==> config.mk <==
export PLATFORM = sky130hd
export DESIGN_NAME = uart_frame_tx
export DESIGN_NICKNAME = d
export VERILOG_FILES = /design/src/rtl/uart_frame_tx.sv
export SDC_FILE = /design/constraint.sdc
export NUM_CORES = 1
export LEC_CHECK = 0
export ABC_AREA = 1
export BUFFER_PORTS_ARGS = -buffer_cell sky130_fd_sc_hd__buf_4
export CORE_AREA = 2 2 122 113
export CTS_BUF_LIST = sky130_fd_sc_hd__clkbuf_4 sky130_fd_sc_hd__clkbuf_8
export DETAILED_ROUTE_END_ITERATION = 16
export DIE_AREA = 0 0 124 115
export RECOVER_POWER = 25
export REMOVE_ABC_BUFFERS = 1
export SYNTH_ARGS = -nofsm -noshare
export SYNTH_HDL_FRONTEND = slang
export SYNTH_SLANG_ARGS = --single-unit
==> constraint.sdc <==
create_clock -name clk -period 2.4 [get_ports clk]
set_input_delay 0.48 -clock clk [delete_from_list [all_inputs] [get_ports clk]]
set_output_delay 0.48 -clock clk [all_outputs]
set_load 0.01 [all_outputs]
==> src/rtl/uart_frame_tx.sv <==
// Transmit framer: snapshots generator settings and streams them as a byte frame
// over a ready/valid sink. Optional checksum byte enabled by UART_TX_CHECKSUM_EN.
module uart_frame_tx #(
    parameter logic [7:0] SOM = 8'h73,
    parameter logic [7:0] EOM = 8'h65
) (
    input  logic        clk,
    input  logic        reset_n,
    input  logic        send,
    input  logic [7:0]  signal_number,
    input  logic [31:0] adder,
    input  logic [31:0] amplitude,
    output logic        busy,
    output logic        done,
    output logic [7:0]  to_uart_data,
    output logic        to_uart_valid,
    input  logic        to_uart_ready
);

`ifdef UART_TX_CHECKSUM_EN
    localparam logic [3:0] LAST_IDX = 4'd11;
`else
    localparam logic [3:0] LAST_IDX = 4'd10;
`endif

    typedef enum logic {IDLE, SEND} state_e;

    state_e      state_q, state_d;
    logic [3:0]  idx_q, idx_d;
    logic [7:0]  sig_q, sig_d;
    logic [31:0] adder_q, adder_d;
    logic [31:0] amp_q, amp_d;
    logic        done_q, done_d;
    logic [7:0]  byte_sel;

`ifdef UART_TX_CHECKSUM_EN
    logic [7:0] csum;
    assign csum = sig_q
                ^ adder_q[31:24] ^ adder_q[23:16] ^ adder_q[15:8] ^ adder_q[7:0]
                ^ amp_q[31:24]   ^ amp_q[23:16]   ^ amp_q[15:8]   ^ amp_q[7:0];
`endif

    always_ff @(posedge clk or negedge reset_n) begin
        if (!reset_n) begin
            state_q <= IDLE;
            idx_q   <= '0;
            sig_q   <= '0;
            adder_q <= '0;
            amp_q   <= '0;
            done_q  <= 1'b0;
        end else begin
            state_q <= state_d;
            idx_q   <= idx_d;
            sig_q   <= sig_d;
            adder_q <= adder_d;
            amp_q   <= amp_d;
            done_q  <= done_d;
        end
    end

    always_comb begin
        state_d = state_q;
        idx_d   = idx_q;
        sig_d   = sig_q;
        adder_d = adder_q;
        amp_d   = amp_q;
        done_d  = 1'b0;
        case (state_q)
            IDLE: begin
                if (send) begin
                    sig_d   = signal_number;
                    adder_d = adder;
                    amp_d   = amplitude;
                    idx_d   = '0;
                    state_d = SEND;
                end
            end
            SEND: begin
                // Shadows stay frozen here, so a send during a frame is simply dropped.
                if (to_uart_ready) begin
                    if (idx_q == LAST_IDX) begin
                        idx_d   = '0;
                        done_d  = 1'b1;
                        state_d = IDLE;
                    end else begin
                        idx_d = idx_q + 4'd1;
                    end
                end
            end
            default: state_d = IDLE;
        endcase
    end

    always_comb begin
        byte_sel = 8'h00;
        case (idx_q)
            4'd0:  byte_sel = SOM;
            4'd1:  byte_sel = sig_q;
            4'd2:  byte_sel = adder_q[31:24];
            4'd3:  byte_sel = adder_q[23:16];
            4'd4:  byte_sel = adder_q[15:8];
            4'd5:  byte_sel = adder_q[7:0];
            4'd6:  byte_sel = amp_q[31:24];
            4'd7:  byte_sel = amp_q[23:16];
            4'd8:  byte_sel = amp_q[15:8];
            4'd9:  byte_sel = amp_q[7:0];
`ifdef UART_TX_CHECKSUM_EN
            4'd10: byte_sel = csum;
            4'd11: byte_sel = EOM;
`else
            4'd10: byte_sel = EOM;
`endif
            default: byte_sel = 8'h00;
        endcase
    end

    always_comb begin
        busy          = (state_q == SEND);
        to_uart_valid = (state_q == SEND);
        to_uart_data  = (state_q == SEND) ? byte_sel : 8'h00;
        done          = done_q;
    end

endmodule

# ---- Word-level counts from Yosys, hierarchy flattened
# Index checks and enable logic that the tools add are counted.
# Widths: inputs -> output; s select.
dict set report word_totals {
  regBits 78
  input_bits 76
  out_inout_bits 11
}
dict set report op_classes {
  add_sub_neg 1
  n_eq_ne 12
  muxes 13
  bitwise 1
  n_reduce_logical 3
}
# op count
set ops {}
lappend ops {{$pmux 8 s11} 1}
lappend ops {{$eq 4x3->1 const B} 4}
lappend ops {{$eq 4x4->1 const B} 3}
lappend ops {{$mux 4} 3}
lappend ops {{$eq 4x2->1 const B} 2}
lappend ops {{$mux 8} 1}
lappend ops {{$pmux 4 s2} 1}
lappend ops {{$mux 1} 6}
lappend ops {{$add 4x1->4 const B} 1}
lappend ops {{$eq 4x1->1 const B} 1}
lappend ops {{$logic_not 4->1} 1}
lappend ops {{$ne 2x2->1 const B} 2}
lappend ops {{$reduce_and 2->1} 2}
lappend ops {{$pmux 1 s2} 1}
lappend ops {{$not 1->1} 1}

# ---- Longest topological paths before layout
# Gate-level depths: netlist of the first run.
dict set report depth {
  ltp_word 4
  mapped_depth 9
}

# ---- Least setup slack after synthesis of the first run
# OpenSTA, ideal clock, no wires.
dict set report synth_path {
  kind {register -> output}
  start {register idx_q[1]}
  end {output to_uart_data[3]}
  t_arrival_ps 1247
  required_time_ps 1920
  path_slack_ps 673
  path_stages_with_launch 9
  n_path_buf 1
  path_cell_list {dfrtp_1 -> nor2_2 -> buf_2 -> nand3_1 -> nand2_1 -> nor2_1 -> nand3_1 -> nand2_1 -> inv_1}
}
dict set report synth_between {
  elab_chain_cells 3
}
# item line_no
set synth_rtl {}
lappend synth_rtl {{start: declaration} 29} ;# logic [3:0] idx_q, idx_d;
lappend synth_rtl {{start signal: assignment} 53} ;# idx_q <= idx_d;
lappend synth_rtl {{$eq 4x4->1 (tied with other cells)} 96} ;# case (idx_q)
lappend synth_rtl {{$pmux 8 s11 (*)} 96}
lappend synth_rtl {{$mux 8 (*)} 120} ;# to_uart_data = (state_q == SEND) ? byte_sel : 8'h00;
lappend synth_rtl {{end: declaration} 15} ;# output logic [7:0] to_uart_data,
# Every way passes the cells marked *; elsewhere a longest branch is shown, timed or not.

# ---- Worst setup path in the final report of the first run
dict set report layout_path {
  start {register idx_q[0]}
  end {output to_uart_data[0]}
}
# Same word-level chain as after synthesis.

==> results of run 1 <==
## cell usage after synthesis
cell / number
nor2_4: 3
buf_4: 4
o22ai_1: 1
inv_2: 3
o21ai_0: 11
inv_1: 26
buf_1: 4
buf_6: 4
a22oi_1: 1
nand3_1: 58
buf_2: 6
dfrtp_1: 78
nor2_1: 33
clkbuf_1: 7
nor2_2: 4
nand3_2: 3
nand2_2: 1
nand2_1: 276
## routing by layer
metal | track usage, % | vias up
met5 | 0 | -
met4 | 4.49 | 0
met3 | 3.92 | 4
met2 | 24.0 | 84
met1 | 20.8 | 1612
li1 | - | 1800
## layout make-up
class	count	area, um^2
Fill cell	1375	7920
Sequential cell	78	1960
Multi-Input combinational cell	391	1690
Timing Repair Buffer	110	891
Tap cell	168	210
Clock buffer	11	151
Inverter	29	114
Clock inverter	5	81.3
## flip-flops by register name, summed over array words and instances, names as in the netlist
signal   count
adder_q     32
amp_q       32
sig_q        8
idx_q        4
busy         1
done         1
## per-stage QoR
stage               std cells  hold WS, ns  setup slack (ns)  cell area [um^2]
CTS                       781       0.0626            0.0108              4910
detailed placement        765        0.459             0.293              4670
global route              792        0.307           -0.0144              5100
floorplan                 498        0.184             -1.25              3670
finish                    792        0.326             0.129              5100
global placement          765        0.445             0.358              4670
## where the power goes
group | leakage [nW] | switching [W] | total [W] | internal [W]
Clock | 0.116 | 0.000488 | 0.00113 | 0.000643
Sequential | 0.968 | 0.000381 | 0.00228 | 0.00190
Combinational | 1.70 | 0.00129 | 0.00228 | 0.000986
Total | 2.78 | 0.00216 | 0.00569 | 0.00353
## cell families (layout without fill, tap and decap cells)
group / Yosys count / count (layout)
compound gates: 13 / 13
flops: 78 / 78
buf+inv: 54 / 155
simple gates: 378 / 378
## repair_timing
action,in CTS,in global routing
pin swaps,0,10
hold buffers,0,0
setup buffers,0,11
endpoints found under the setup margin,8,8
gates resized for setup,2,33
gates cloned,0,0
## worst reg2reg max path, delay by kind of cell (launching register included)
family,cells,cell delay (ns)
simple gates,3,0.27
buf+inv,2,0.64
flops,1,0.60
## final timing paths
check	depth (start not counted)	to	slack (ns)
worst max-delay path	10	to_uart_data[0]	0.13
worst min-delay path	3	adder_q[8]	0.33
worst max register to register	5	adder_q[14]	0.83
min in group asynchronous	1	amp_q[20]	0.62
worst min register to register	2	adder_q[1]	0.48
max in group asynchronous	1	adder_q[26]	0.70
==> results.tsv, run 1 <==
metric	value	unit
status	finished, violations left	
violations	capacitance limit, slew limit	
cts.clk_slew.worst_paths	0.08	ns
leakage	2.78	nW
cts_buffers	9	
finalCriticalPeriod	2.27	ns
dr_wl_met2	4.87	mm
die_area	14300	um^2
cts_max_path_buffers	2	
grt-ovfl-total	0	
wl_met3	631	um
min_period_over_period	94.6	%
core_area	13000	um^2
final_common_cell	nand2_1	
drtAntennaViolNets	0	
die_h	115	um
path_cells	inv_2 > nor2_4 > buf_6 > nand3_1 > nand2_1 > nor2_1 > nand3_1 > nand2_1 > inv_1 > buf_4	
gp_congestion	0.780	
avgRoutedWirePerCell	13.1	um
cp_slowest_stage_delay	0.48	ns
setup_tns	0	ns
arrival	1.79	ns
slowest_stage	dfrtp_2	
powerDensity	1120	nW/um^2
cap_violations	1	
most-common-layout-cells	273 x nand2_1, 100 x buf_4, 74 x dfrtp_1, 53 x nand3_1, 27 x nor2_1	
io_buffers	86	
syn_area_per_cell	7.31	um^2
finalPower	0.00569	W
synth_compound_area_share	1.80	%
end_kind	output port	
cp_max_fo	8	
start_util	29.4	%
grt_start_max_net_pins	80	
htreeDepth	3	
max_freq	0.440	GHz
synth_mux_area_share	0	%
syn_area	3820	um^2
synth-xor-area-share	0	%
start_kind	register	
cts_tree	done	
grt_pass1_wl	16.8	mm
setup_viol	0	
rows	40	
yosys.cell_types.count	18	
power.ir.vdd_worst	0.524	mV
slew_violations	32	
fp.dieW	124	um
cts_sinks	78	
antenna_found_initial	0	
clk_latency	0.35	ns
synth_top_family_by_area	simple AND/OR/NAND/NOR gates	
synthAdderAreaFrac	0	%
min_path_type	in -> reg	
drtPass1Iterations	4	
wl_met1	4.80	mm
r2r_start	busy	
critPathLaunch	idx_q[0]	
yosys.area_share.simple	40.4	%
antenna_cells	0	
crit_buf_inv	4	
synth_seq_cells	78	
synth_top_cell_by_area	dfrtp_1	
maxSlewHeadroom	-23.4	%
area_growth_syn_to_layout	33.4	%
synthTopCellsByArea	dfrtp_1 51%, nand2_1 27%, nand3_1 7.6%	
final-hold-violation-count	0	
final_util	39.2	%
crit_required	1.92	ns
synth_top_area_share	51.1	%
cpLargestDelayFamily	simple AND/OR/NAND/NOR gates	
hold_start	adder[8]	
globalRouteTotalUtil	15.3	%
worst_slew_pin_slew	1.85	ns
wl	10.3	mm
drt-initial-drc-count	238	
via_per_inst	4.42	
yosysWarnings	0	
nNetsFinal	695	
cts_root_buf	clkbuf_8	
drive_above_1_share	26.0	%
io_pins	87	
dr_total_vias	3500	
grt_pass1_vias	3479	
dp_hpwl	7.33	mm
syn_inst	523	
top_layer	met4	
critical_path_class	reg -> out	
drc_errors	0	
skew	0.00674	ns
ys_seq_area_share	51.1	%
(Power assumes the default switching activity.)
==> run 2: changes to the inputs <==
==> constraint.sdc (replaced) <==
create_clock -name clk -period 2.5 [get_ports clk]
set_input_delay 0.5 -clock clk [delete_from_list [all_inputs] [get_ports clk]]
set_output_delay 0.5 -clock clk [all_outputs]
set_load 0.01 [all_outputs]
==> results.tsv, run 2 (synthesis results as in run 1) <==
metric	value	unit	change
status	completed		
final_common_cell	nand2_1		
drtPass1Iterations	4		unchanged
powerDensity	1040	nW/um^2	-7.2%
fp.dieW	124	um	unchanged
antenna_cells	0		unchanged
path_cells	inv_2 > nor2_4 > buf_4 > nand2_2 > nor2_1 > nor2_1 > nand3_1 > nand2_1 > inv_1 > buf_4		
arrival	1.84	ns	+0.05 ns
dr_total_vias	3494		-0.17%
cap_violations	0		-1
antenna_found_initial	0		unchanged
cp_max_fo	7		-1
dp_hpwl	7.27	mm	-0.80%
cts_buffers	9		unchanged
core_area	13000	um^2	unchanged
finalPower	0.00509	W	-11%
htreeDepth	3		unchanged
start_util	29.4	%	unchanged
power.ir.vdd_worst	0.474	mV	-9.6%
rsz0062_at_grt	false		
grt_pass1_wl	16.6	mm	-1.2%
maxSlewHeadroom	26.2	%	+50 points
grt-ovfl-total	0		unchanged
drc_errors	0		unchanged
area_growth_syn_to_layout	28.3	%	
io_buffers	86		unchanged
drive_above_1_share	23.2	%	-2.8 points
start_kind	register		
setup_tns	0	ns	unchanged
critical_path_class	reg -> out		
slew_violations	0		-100%
reg_top3	adder_q x32, amp_q x32, sig_q x8		
avgRoutedWirePerCell	13.0	um	-0.70%
min_path_type	in -> reg		
drt-initial-drc-count	176		-26%
globalRouteTotalUtil	15.2	%	about the same
wl	10.2	mm	-1.6%
die_area	14300	um^2	unchanged
clk_latency	0.35	ns	about the same
cts_sinks	78		unchanged
via_per_inst	4.45		+0.72%
leakage	2.71	nW	-2.6%
cts_root_buf	clkbuf_8		
min_period_over_period	93.5	%	
end_kind	output port		
drtAntennaViolNets	0		unchanged
io_pins	87		unchanged
cts_tree	done		
grt_start_max_net_pins	80		unchanged
die_h	115	um	unchanged
final-hold-violation-count	0		unchanged
grt_pass1_vias	3505		+0.75%
worst_slew_pin_slew	1.11	ns	-0.744 ns
cts.clk_slew.worst_paths	0.08	ns	about the same
nNetsFinal	688		-1.0%
max_freq	0.428	GHz	
gp_congestion	0.772		-1.0%
most-common-layout-cells	275 x nand2_1, 99 x buf_4, 74 x dfrtp_1, 58 x nand3_1, 29 x nor2_1		
cts_max_path_buffers	2		unchanged
setup_viol	0		unchanged
finalCriticalPeriod	2.34	ns	
crit_required	2.00	ns	+0.08 ns
rows	40		unchanged
slowest_stage	dfrtp_2		
skew	0.00633	ns	-0.000406 ns
cp_slowest_stage_delay	0.45	ns	-0.03 ns
==> run 2: stage by stage <==
step | hold WS (ns) | worst slack, ns | util, % | cells | area (um^2)
detailed placement | 0.459 | 0.367 | 35.6 | 761 | 4630
global route | 0.326 | 0.00860 | 37.7 | 785 | 4900
floorplan | 0.204 | -1.15 | - | 498 | 3670
global placement | 0.455 | 0.424 | 35.6 | 761 | 4630
CTS | 0.140 | 0.00683 | 37.5 | 784 | 4870
finish | 0.341 | 0.162 | 37.7 | 785 | 4900
==> run 2: final timing paths <==
check / from / end / slack, ns / cells past startpoint
min in group asynchronous: reset_n / adder_q[20] / 0.35 / 1
max in group asynchronous: reset_n / idx_q[2] / 1.39 / 2
worst min register to register: adder_q[30] / adder_q[30] / 0.47 / 2
worst max-delay path: idx_q[3] / to_uart_data[5] / 0.16 / 10
worst max register to register: busy / idx_q[3] / 0.55 / 5
worst min-delay path: amplitude[16] / amp_q[16] / 0.34 / 3
==> run 2: what timing repair did <==
item,in CTS,in global routing
gates resized for setup,1,12
hold buffers,0,0
setup endpoints to repair,5,8
pin swaps,2,2
buffers inserted,7,1
==> run 2: final cells by class <==
cell class,count,area (um^2)
fill,1413,8110
inverter,29,111
sequential,78,1960
tap,168,210
timing repair buffer,103,808
multi-input combinational,391,1640
clock inverter,6,37.5
clock buffer,10,138
==> run 2: where the power goes <==
part           leakage, nW  switching (W)  internal, W  total [W]
clock               0.0841       0.000467     0.000382   0.000848
sequential           0.968       0.000355      0.00182    0.00218
combinational         1.66        0.00119     0.000868    0.00206
==> run 2: routing by layer <==
| metal | share of wire (%) | global-route usage, % | up-vias |
|---|---|---|---|
| li1 | - | - | 1783 |
| met1 | 45 | 19.5 | 1589 |
| met2 | 47 | 25.6 | 115 |
| met3 | 7.0 | 3.92 | 7 |
| met4 | 0.63 | 4.19 | 0 |
| met5 | 0 | 0 | - |
==> run 2: critical path: cells and delay by family (launching register included) <==
kind / cells / cell delay, ns
buf+inv: 4 / 0.48
flops: 1 / 0.45
simple gates: 6 / 0.55
